**src/rtl/z8086_pkg.sv**
```systemverilog
// Shared constants and helpers for the z8086 interrupt controller.
package z8086_pkg;

  // Register offsets from the I/O base address.
  localparam logic [15:0] REG_CMD   = 16'd0;
  localparam logic [15:0] REG_IMR   = 16'd2;
  localparam logic [15:0] REG_VBASE = 16'd4;
  localparam logic [15:0] REG_ISR   = 16'd6;

  // Command codes carried in data[7:5] of a command-register write.
  localparam logic [2:0] EOI_NS = 3'b001;
  localparam logic [2:0] EOI_SP = 3'b011;

  // Lowest-index set bit wins; returns {valid, index}.
  function automatic logic [3:0] prio_enc8(input logic [7:0] v);
    logic [3:0] r;
    r = 4'b0000;
    for (int i = 7; i >= 0; i--) begin
      if (v[i]) begin
        r = {1'b1, 3'(i)};
      end
    end
    return r;
  endfunction

endpackage

```
**src/rtl/z8086_pic_sync.sv**
```systemverilog
// Two-flop synchroniser for the eight IRQ lines plus rising-edge detect.
module z8086_pic_sync
  import z8086_pkg::*;
(
  input  logic       clk,
  input  logic       reset,
  input  logic [7:0] irq,
  output logic [7:0] irq_s2,
  output logic [7:0] irq_rise
);

  logic [7:0] s1_r;
  logic [7:0] s2_r;
  logic [7:0] s2_d_r;

  // Metastability chain plus one delayed copy for edge detection.
  always_ff @(posedge clk or posedge reset) begin
    if (reset) begin
      s1_r   <= 8'h00;
      s2_r   <= 8'h00;
      s2_d_r <= 8'h00;
    end else begin
      s1_r   <= irq;
      s2_r   <= s1_r;
      s2_d_r <= s2_r;
    end
  end

  assign irq_s2   = s2_r;
  assign irq_rise = s2_r & ~s2_d_r;

endmodule

```
**src/rtl/z8086_pic.sv**
```systemverilog
// z8086 interrupt controller: IRR/ISR/IMR, priority resolution, INTA vector
// responder and I/O-mapped register access on the CPU bus.
module z8086_pic
  import z8086_pkg::*;
#(
  parameter logic [15:0] IO_BASE     = 16'h0020,
  parameter logic [7:0]  LEVEL_MASK  = 8'h00,
  parameter logic [4:0]  RESET_VBASE = 5'h01
) (
  input  logic        clk,
  input  logic        reset,
  input  logic [7:0]  irq,
  input  logic [19:0] addr,
  input  logic [15:0] wdata,
  input  logic        wr,
  input  logic        rd,
  input  logic        io,
  input  logic        word,
  input  logic        inta,
  output logic        intr,
  output logic [15:0] rd_data,
  output logic        ready,
  output logic        sel
);

  logic [7:0]  irq_s2_s;
  logic [7:0]  irq_rise_s;
  logic [7:0]  irr_r, isr_r, imr_r;
  logic [4:0]  vbase_r;
  logic        inta_d_r;

  logic [7:0]  irr_next_s, isr_next_s, imr_next_s;
  logic [4:0]  vbase_next_s;
  logic [3:0]  isr_enc_s, sel_enc_s;
  logic [7:0]  req_s, below_s, ack_mask_s, eoi_mask_s;
  logic        inta_rise_s, hit_cmd_s, hit_imr_s, hit_vbase_s, hit_isr_s, hit_s;
  logic        intr_next_s, ready_next_s;
  logic [15:0] rd_data_next_s;
  logic        unused_s;

  // Upper address bits, the width qualifier and the high data byte play no role.
  assign unused_s = ^{addr[19:16], word, wdata[15:8]};

  z8086_pic_sync u_sync (
    .clk      (clk),
    .reset    (reset),
    .irq      (irq),
    .irq_s2   (irq_s2_s),
    .irq_rise (irq_rise_s)
  );

  // Priority resolution, INTA acknowledge, register decode and next state.
  always_comb begin
    req_s     = irr_r & ~imr_r;
    isr_enc_s = prio_enc8(isr_r);
    // Only requests strictly above the highest in-service level may interrupt.
    if (isr_enc_s[3]) begin
      below_s = (8'h01 << isr_enc_s[2:0]) - 8'h01;
    end else begin
      below_s = 8'hFF;
    end
    sel_enc_s   = prio_enc8(req_s & below_s);
    inta_rise_s = inta & ~inta_d_r;
    if (inta_rise_s && sel_enc_s[3]) begin
      ack_mask_s = 8'h01 << sel_enc_s[2:0];
    end else begin
      ack_mask_s = 8'h00;
    end

    hit_cmd_s   = io && (addr[15:0] == IO_BASE + REG_CMD);
    hit_imr_s   = io && (addr[15:0] == IO_BASE + REG_IMR);
    hit_vbase_s = io && (addr[15:0] == IO_BASE + REG_VBASE);
    hit_isr_s   = io && (addr[15:0] == IO_BASE + REG_ISR);
    hit_s       = (hit_cmd_s || hit_imr_s || hit_vbase_s || hit_isr_s) && (wr || rd);

    eoi_mask_s = 8'h00;
    if (wr && hit_cmd_s) begin
      case (wdata[7:5])
        EOI_NS:  eoi_mask_s = isr_enc_s[3] ? (8'h01 << isr_enc_s[2:0]) : 8'h00;
        EOI_SP:  eoi_mask_s = 8'h01 << wdata[2:0];
        default: eoi_mask_s = 8'h00;
      endcase
    end else begin
      eoi_mask_s = 8'h00;
    end

    // A fresh edge wins over an acknowledge clear in the same cycle.
    irr_next_s = (LEVEL_MASK & irq_s2_s) |
                 (~LEVEL_MASK & ((irr_r & ~ack_mask_s) | irq_rise_s));
    isr_next_s = (isr_r & ~eoi_mask_s) | ack_mask_s;

    if (wr && hit_imr_s) begin
      imr_next_s = wdata[7:0];
    end else begin
      imr_next_s = imr_r;
    end
    if (wr && hit_vbase_s) begin
      vbase_next_s = wdata[7:3];
    end else begin
      vbase_next_s = vbase_r;
    end

    intr_next_s = sel_enc_s[3] & ~inta;

    // INTA takes the bus; a coincident register read is dropped.
    if (inta_rise_s) begin
      ready_next_s   = 1'b1;
      rd_data_next_s = {8'h00, vbase_r, sel_enc_s[3] ? sel_enc_s[2:0] : 3'd7};
    end else if (hit_s) begin
      ready_next_s = 1'b1;
      if (!rd) begin
        rd_data_next_s = 16'h0000;
      end else if (hit_cmd_s) begin
        rd_data_next_s = {8'h00, irr_r};
      end else if (hit_imr_s) begin
        rd_data_next_s = {8'h00, imr_r};
      end else if (hit_vbase_s) begin
        rd_data_next_s = {8'h00, vbase_r, 3'b000};
      end else begin
        rd_data_next_s = {8'h00, isr_r};
      end
    end else begin
      ready_next_s   = 1'b0;
      rd_data_next_s = 16'h0000;
    end
  end

  // Controller state and registered bus/CPU outputs.
  always_ff @(posedge clk or posedge reset) begin
    if (reset) begin
      irr_r    <= 8'h00;
      isr_r    <= 8'h00;
      imr_r    <= 8'hFF;
      vbase_r  <= RESET_VBASE;
      inta_d_r <= 1'b0;
      intr     <= 1'b0;
      ready    <= 1'b0;
      sel      <= 1'b0;
      rd_data  <= 16'h0000;
    end else begin
      irr_r    <= irr_next_s;
      isr_r    <= isr_next_s;
      imr_r    <= imr_next_s;
      vbase_r  <= vbase_next_s;
      inta_d_r <= inta;
      intr     <= intr_next_s;
      ready    <= ready_next_s;
      sel      <= ready_next_s;
      rd_data  <= rd_data_next_s;
    end
  end

endmodule

```
**config.mk**
```make
export PLATFORM = sky130hd
export DESIGN_NAME = z8086_pic
export DESIGN_NICKNAME = d
export VERILOG_FILES = /design/src/rtl/z8086_pkg.sv /design/src/rtl/z8086_pic_sync.sv /design/src/rtl/z8086_pic.sv
export SDC_FILE = /design/constraint.sdc
export NUM_CORES = 1
export LEC_CHECK = 0
export BUFFER_PORTS_ARGS = -buffer_cell sky130_fd_sc_hd__buf_2
export CAP_MARGIN = 10
export CORE_MARGIN = 2
export CORE_UTILIZATION = 42
export CTS_CLUSTER_DIAMETER = 50
export DETAILED_ROUTE_END_ITERATION = 8
export PLACE_DENSITY = 0.66
export RECOVER_POWER = 100
export SLEW_MARGIN = 30
export SYNTH_ARGS = -nofsm -noshare
export SYNTH_HDL_FRONTEND = slang
export SYNTH_SLANG_ARGS = --single-unit
```
**constraint.sdc**
```tcl
create_clock -name clk -period 6.6 [get_ports clk]
set_input_delay 0.99 -clock clk [delete_from_list [all_inputs] [get_ports clk]]
set_output_delay 0.99 -clock clk [all_outputs]
set_load 0.02 [all_outputs]
```
==> results.yml, run 1 <==
outcome:
  run_status: "finished, violations left"
  violations: "max-capacitance violations, max-slew violations"
timing:
  worst_pin_slew_ns: 3.33
  hold_violations: 0
  slew_violations: 65
  max_freq_mhz: 264
  skew_ns: 0.00803
  fin_crit_ns: 3.78
  fin_crit_sh_pct: 57.3
  rsz0062_at_grt: "no"
  setup_viol: 0
  setup_tns_ns: 0
  relSlewSlack_pct: -122
drt:
  viasPerCell: 5.39
  drt_wl_total_um: 7210
  drt-pass1-iter-count: 4
  post-route-drc-count: 0
  vias: 2388
  route.antenna.remaining_nets: 0
  drt_iter0_markers: 167
  routedWlPerCell_um: 16.3
clock_network:
  htreeDepth: 3
  cts_sinks: 64
  clk_latency_ns: 0.35
  cts_resized: 0
  cts_tree: "yes"
  cts_made_buffers: 9
  cts_max_path_buffers: 2
  holdBufCountCts: 0
  clkTransAtPathRegs_ns: 0.07
  post-cts-setup-buffers: 0
  cts_root_buf: "clkbuf_8"
synth:
  synthFlopType: "dfrtp_1"
  synth_cell_types: 55
  syn-instance-count: 293
  yosysWarningCount: 0
  ys_seq_area_share_pct: 53.1
  synth-edff-count: 0
  avgSynthCellArea_um2: 10.4
  synth.ff_latch_count: 64
  async_flop_share_pct: 100
  ys_top_cells_by_area: "dfrtp_1 (45%), dfstp_2 (7.8%), mux2_2 (4.8%)"
  post-synth-top-area-cell: "dfrtp_1"
  synth_area_um2: 3040
  yosysTopAreaCellShare_pct: 45.3
floorplanning:
  io_pins: 70
  rows: 30
  core_um2: 6910
  fp.dieW_um: 89.0
  die_area_um2: 7920
  die_h_um: 89.0
  start_util_pct: 43.9
cells_and_area:
  layout_commonest_cell: "dfrtp_1"
  diodes: 0
  fin_util_pct: 50.8
  fin_nets: 394
  fin_area_um2: 3510
  regArea_um2: 1610
  layout_common_cells: "dfrtp_1 (55), buf_2 (36), nand2_1 (29), nor2_1 (22)"
  fillers: 679
  drive_gt1_share_pct: 23.9
  synthToLayoutAreaGrowth_pct: 15.5
  multiInputGateArea_um2: 1250
flow_run:
  cap_viol_max_count: 1
critical_path:
  rr_endpoint: "rd_data[0]$_DFF_PP0_"
  path_cells: "buf_2, inv_1, clkbuf_1"
  r2r_start: "isr_r[4]$_DFF_PP0_"
  worstSetupPathDepth: 3
  slowest_delay_ns: 2.34
  path_class: "input pin to async pin"
  crit_fanout: 64
  cpLargestDelayFamily: "buffers and inverters"
  cp_slowest_cell: "clkbuf_1"
  crit_start: "reset"
  critical_path.endpoint: "rd_data[3]$_DFF_PP0_"
  startpoint_type: "input pin"
  worstRegToRegCells: 9
  cp.required_ns: 6.30
  critPathArrivalTime_ns: 3.49
  cp-end-kind: "async pin"
  cp_num_buf_inv: 3
  r2r_slack_ns: 3.22
power:
  leakagePower_uw: 0.00158
  seqPwrFrac_pct: 46.2
  power-per-cell-area_nw_per_um2: 283
  cell_internal_pwr_uw: 700
  pwr-share-clk_pct: 37.1
  p_switching_uw: 293
  ir_drop_mv: 0.142
  power_frac_comb_pct: 16.8
  p_sw_share_pct: 29.5
  total_power_uw: 993
global_route:
  antenna_found_initial: 0
  grt_pass1_wl_um: 11500
  overflow: 0
  grt_usage_pct: 19.7
  first_global_vias: 2239
  grt_max_degree: 65
place:
  dpl_cell_area_um2: 3320
  place_hpwl_um: 5140
  routabilityCongestion: 0.914
  portBuffers: 48
worst_hold_path:
  min_path_type: "flip-flop to flip-flop"
  whs_path_depth: 0
-- worst min path at each step --
| stage | startpoint | to | slack [ns] |
|---|---|---|---|
| floorplan | u_sync.s1_r[0]$_DFF_PP0_ | u_sync.irq_s2[0]$_DFF_PP0_ | 0.33 |
| global placement | u_sync.s1_r[4]$_DFF_PP0_ | u_sync.irq_s2[4]$_DFF_PP0_ | 0.33 |
| detailed placement | u_sync.s1_r[2]$_DFF_PP0_ | u_sync.irq_s2[2]$_DFF_PP0_ | 0.33 |
| CTS | u_sync.s1_r[2]$_DFF_PP0_ | u_sync.irq_s2[2]$_DFF_PP0_ | 0.35 |
| global route | u_sync.s1_r[4]$_DFF_PP0_ | u_sync.irq_s2[4]$_DFF_PP0_ | 0.36 |
| finish | u_sync.s1_r[2]$_DFF_PP0_ | u_sync.irq_s2[2]$_DFF_PP0_ | 0.35 |
-- cells by family after synthesis --
family,count (synthesis),synth area share [%]
and+or+nand+nor,104,18.1
muxes,17,6.55
buffers and inverters,38,6.14
adders and majority gates,1,0.412
DFF,64,53.1
AOI/OAI and AO/OA,67,15.2
xor gates and xnor gates,1,0.289
other,1,0.124
-- layout make-up --
type | count | share of cell area (%)
Clock buffer | 9 | 3.53
Inverter | 20 | 2.14
Sequential cell | 64 | 46.0
Tap cell | 96 | 3.42
Timing Repair Buffer | 49 | 6.53
Clock inverter | 7 | 2.71
Multi-Input combinational cell | 198 | 35.7
-- registers in the layout (all words and copies together) (netlist names), 5 cells and up --
signal / flops
vbase_r: 5
rd_data: 8
imr_r: 8
irr_r: 8
u_sync.s1_r: 8
isr_r: 8
u_sync.irq_s2: 8
u_sync.s2_d_r: 8
-- synthesized netlist by cell type (5+ instances only) --
master     n
a21oi_1   12
a22o_1     6
buf_4      9
clkbuf_1   6
dfrtp_1   55
dfstp_2    9
inv_1     20
mux2_2    13
nand2_1   29
nand3_1    5
nor2_1    22
nor2b_1    7
nor3_1     9
nor4_1     6
o21ai_0   18
-- per-layer routing --
layer  vias up  global-route usage [%]  wire length [um]
li1       1129                       -                 -
met1      1141                    26.7              3270
met2       104                    30.3              3240
met3        14                    6.19               571
met4         0                    6.78               119
met5         -                       0                 0
-- power groups by stage --
| stage | sequential [uW] | clock [uW] | combinational [uW] |
|---|---|---|---|
| after CTS | 457 | 379 | 169 |
| after floorplan | 450 | 0 | 140 |
| after global placement | 464 | 0 | 166 |
| after global routing | 465 | 394 | 186 |
| final | 458 | 368 | 166 |
| after detailed placement | 465 | 0 | 168 |
-- through the flow --
| step | hold WS (ns) | setup slack (ns) | instances |
|---|---|---|---|
| 5_1_grt | 0.360 | 2.00 | 443 |
| 4_1_cts | 0.347 | 3.34 | 443 |
| 2_1_floorplan | 0.331 | 3.73 | 300 |
| 3_5_place_dp | 0.335 | 3.31 | 427 |
| 6_report | 0.347 | 2.82 | 443 |
| 3_3_place_gp | 0.334 | 3.33 | 427 |
(Power assumes the default switching activity.)
==> run 2, diff against run 1 <==
Clock period 6.6 ns to 3.84 ns, I/O delays scaled along.
==> run 2 against run 1 <==
  * The run still ends with max-capacitance violations, max-slew violations left
  * First-iteration DRC count up 3.6%
  * Sequential power grew 72%
  * Combinational power is 71% higher
  * Count of clock-buffer cells in the layout increased by 1
  * Die area did not move
  * Non-clock buffer count up 2
  * Critical path type is now flip-flop to flip-flop
==> results.yml, run 2 (synthesis gave the netlist of run 1 again) <==
outcome:
  run_status: "finished, violations left"
  violations: "max-capacitance violations, max-slew violations"
clock_network:
  cts_tree: "yes"
  cts_resized: 0
  cts_sinks: 64
  clkTransAtPathRegs_ns: 0.08
  clk_latency_ns: 0.34
  holdBufCountCts: 0
  cts_root_buf: "clkbuf_8"
  cts_made_buffers: 9
  post-cts-setup-buffers: 0
  cts_max_path_buffers: 2
  htreeDepth: 3
cells_and_area:
  drive_gt1_share_pct: 23.8
  fin_nets: 396
  fin_util_pct: 50.9
  diodes: 0
  fin_area_um2: 3520
  layout_common_cells: "dfrtp_1 (55), buf_2 (36), nand2_1 (29), nor2_1 (22), o21ai_0 (20)"
  layout_commonest_cell: "dfrtp_1"
  synthToLayoutAreaGrowth_pct: 15.9
  fillers: 665
critical_path:
  cp-end-kind: "flip-flop"
  crit_start: "isr_r[2]$_DFF_PP0_"
  startpoint_type: "flip-flop"
  path_class: "flip-flop to flip-flop"
  r2r_start: "isr_r[2]$_DFF_PP0_"
  crit_fanout: 12
  cp.required_ns: 4.07
  critPathArrivalTime_ns: 3.33
timing:
  setup_tns_ns: 0
  max_freq_mhz: 323
  slew_violations: 50
  relSlewSlack_pct: -38.6
  rsz0062_at_grt: "no"
  worst_pin_slew_ns: 2.07
  hold_violations: 0
  fin_crit_ns: 3.10
  fin_crit_sh_pct: 80.7
  setup_viol: 0
  holdWs_ns: 0.331
  skew_ns: 0.0112
power:
  total_power_uw: 1710
  ir_drop_mv: 0.232
  leakagePower_uw: 0.00157
  power-per-cell-area_nw_per_um2: 485
floorplanning:
  core_um2: 6910
  die_area_um2: 7920
  start_util_pct: 43.9
  rows: 30
  die_h_um: 89.0
  fp.dieW_um: 89.0
  io_pins: 70
global_route:
  first_global_vias: 2339
  antenna_found_initial: 0
  grt_usage_pct: 19.8
  grt_pass1_wl_um: 11500
  grt_max_degree: 50
  overflow: 0
place:
  place_hpwl_um: 5290
  portBuffers: 48
  dpl_cell_area_um2: 3340
  routabilityCongestion: 0.938
drt:
  drt_wl_total_um: 7160
  drt_iter0_markers: 173
  vias: 2374
  post-route-drc-count: 0
  drt-pass1-iter-count: 4
  routedWlPerCell_um: 16.1
  viasPerCell: 5.33
  route.antenna.remaining_nets: 0
worst_hold_path:
  hp-start: "irq[5]"
  min_path_type: "input pin to flip-flop"
flow_run:
  cap_viol_max_count: 1
run 2: report_power, final:
part | total [uW] | internal (uW) | switching (uW)
combinational | 284 | 111 | 173
sequential | 786 | 725 | 60.9
clock | 636 | 369 | 267
total | 1710 | 1200 | 500
run 2: worst max-delay path, stage by stage, from the launching register on:
cell and delay, ns:
dfrtp_1 0.53, or4_1 0.71, nor2_1 0.22, or2_2 0.14, ha_1 0.22, a311o_1 0.21, nor2_1 0.07, a221oi_1 0.46
nand3_1 0.21, a22o_1 0.22
run 2: path summary, 6_finish.rpt:
kind	endpoint	slack [ns]	cells after the start
max	irr_r[5]$_DFF_PP0_	0.74	9
min	u_sync.s1_r[5]$_DFF_PP0_	0.33	1
max reg2reg	irr_r[5]$_DFF_PP0_	0.74	9
min reg2reg	u_sync.irq_s2[2]$_DFF_PP0_	0.34	0
max in group asynchronous	rd_data[5]$_DFF_PP0_	1.66	3
min in group asynchronous	u_sync.s2_d_r[0]$_DFF_PP0_	0.76	2
run 2: layout make-up:
cell class	count	area, um^2	share of cell area [%]
Sequential cell	64	1610	45.8
Multi-Input combinational cell	198	1250	35.5
Timing Repair Buffer	51	240	6.83
Clock buffer	10	128	3.63
Tap cell	96	120	3.41
Clock inverter	6	93.8	2.67
Inverter	20	76.3	2.17
run 2: metal layers:
layer | global-route usage, % | share of wire [%] | vias up
li1 | - | - | 1139
met1 | 27.0 | 46 | 1133
met2 | 30.6 | 46 | 93
met3 | 5.91 | 6.3 | 9
met4 | 6.51 | 1.2 | 0
met5 | 0 | 0 | -
run 2: metrics by stage:
| step | cells | worst slack [ns] |
|---|---|---|
| 6_report | 445 | 0.741 |
| 5_1_grt | 445 | 0.541 |
| 4_1_cts | 445 | 0.921 |
| 3_5_place_dp | 429 | 0.960 |
| 3_3_place_gp | 429 | 0.933 |
| 2_1_floorplan | 300 | 0.970 |
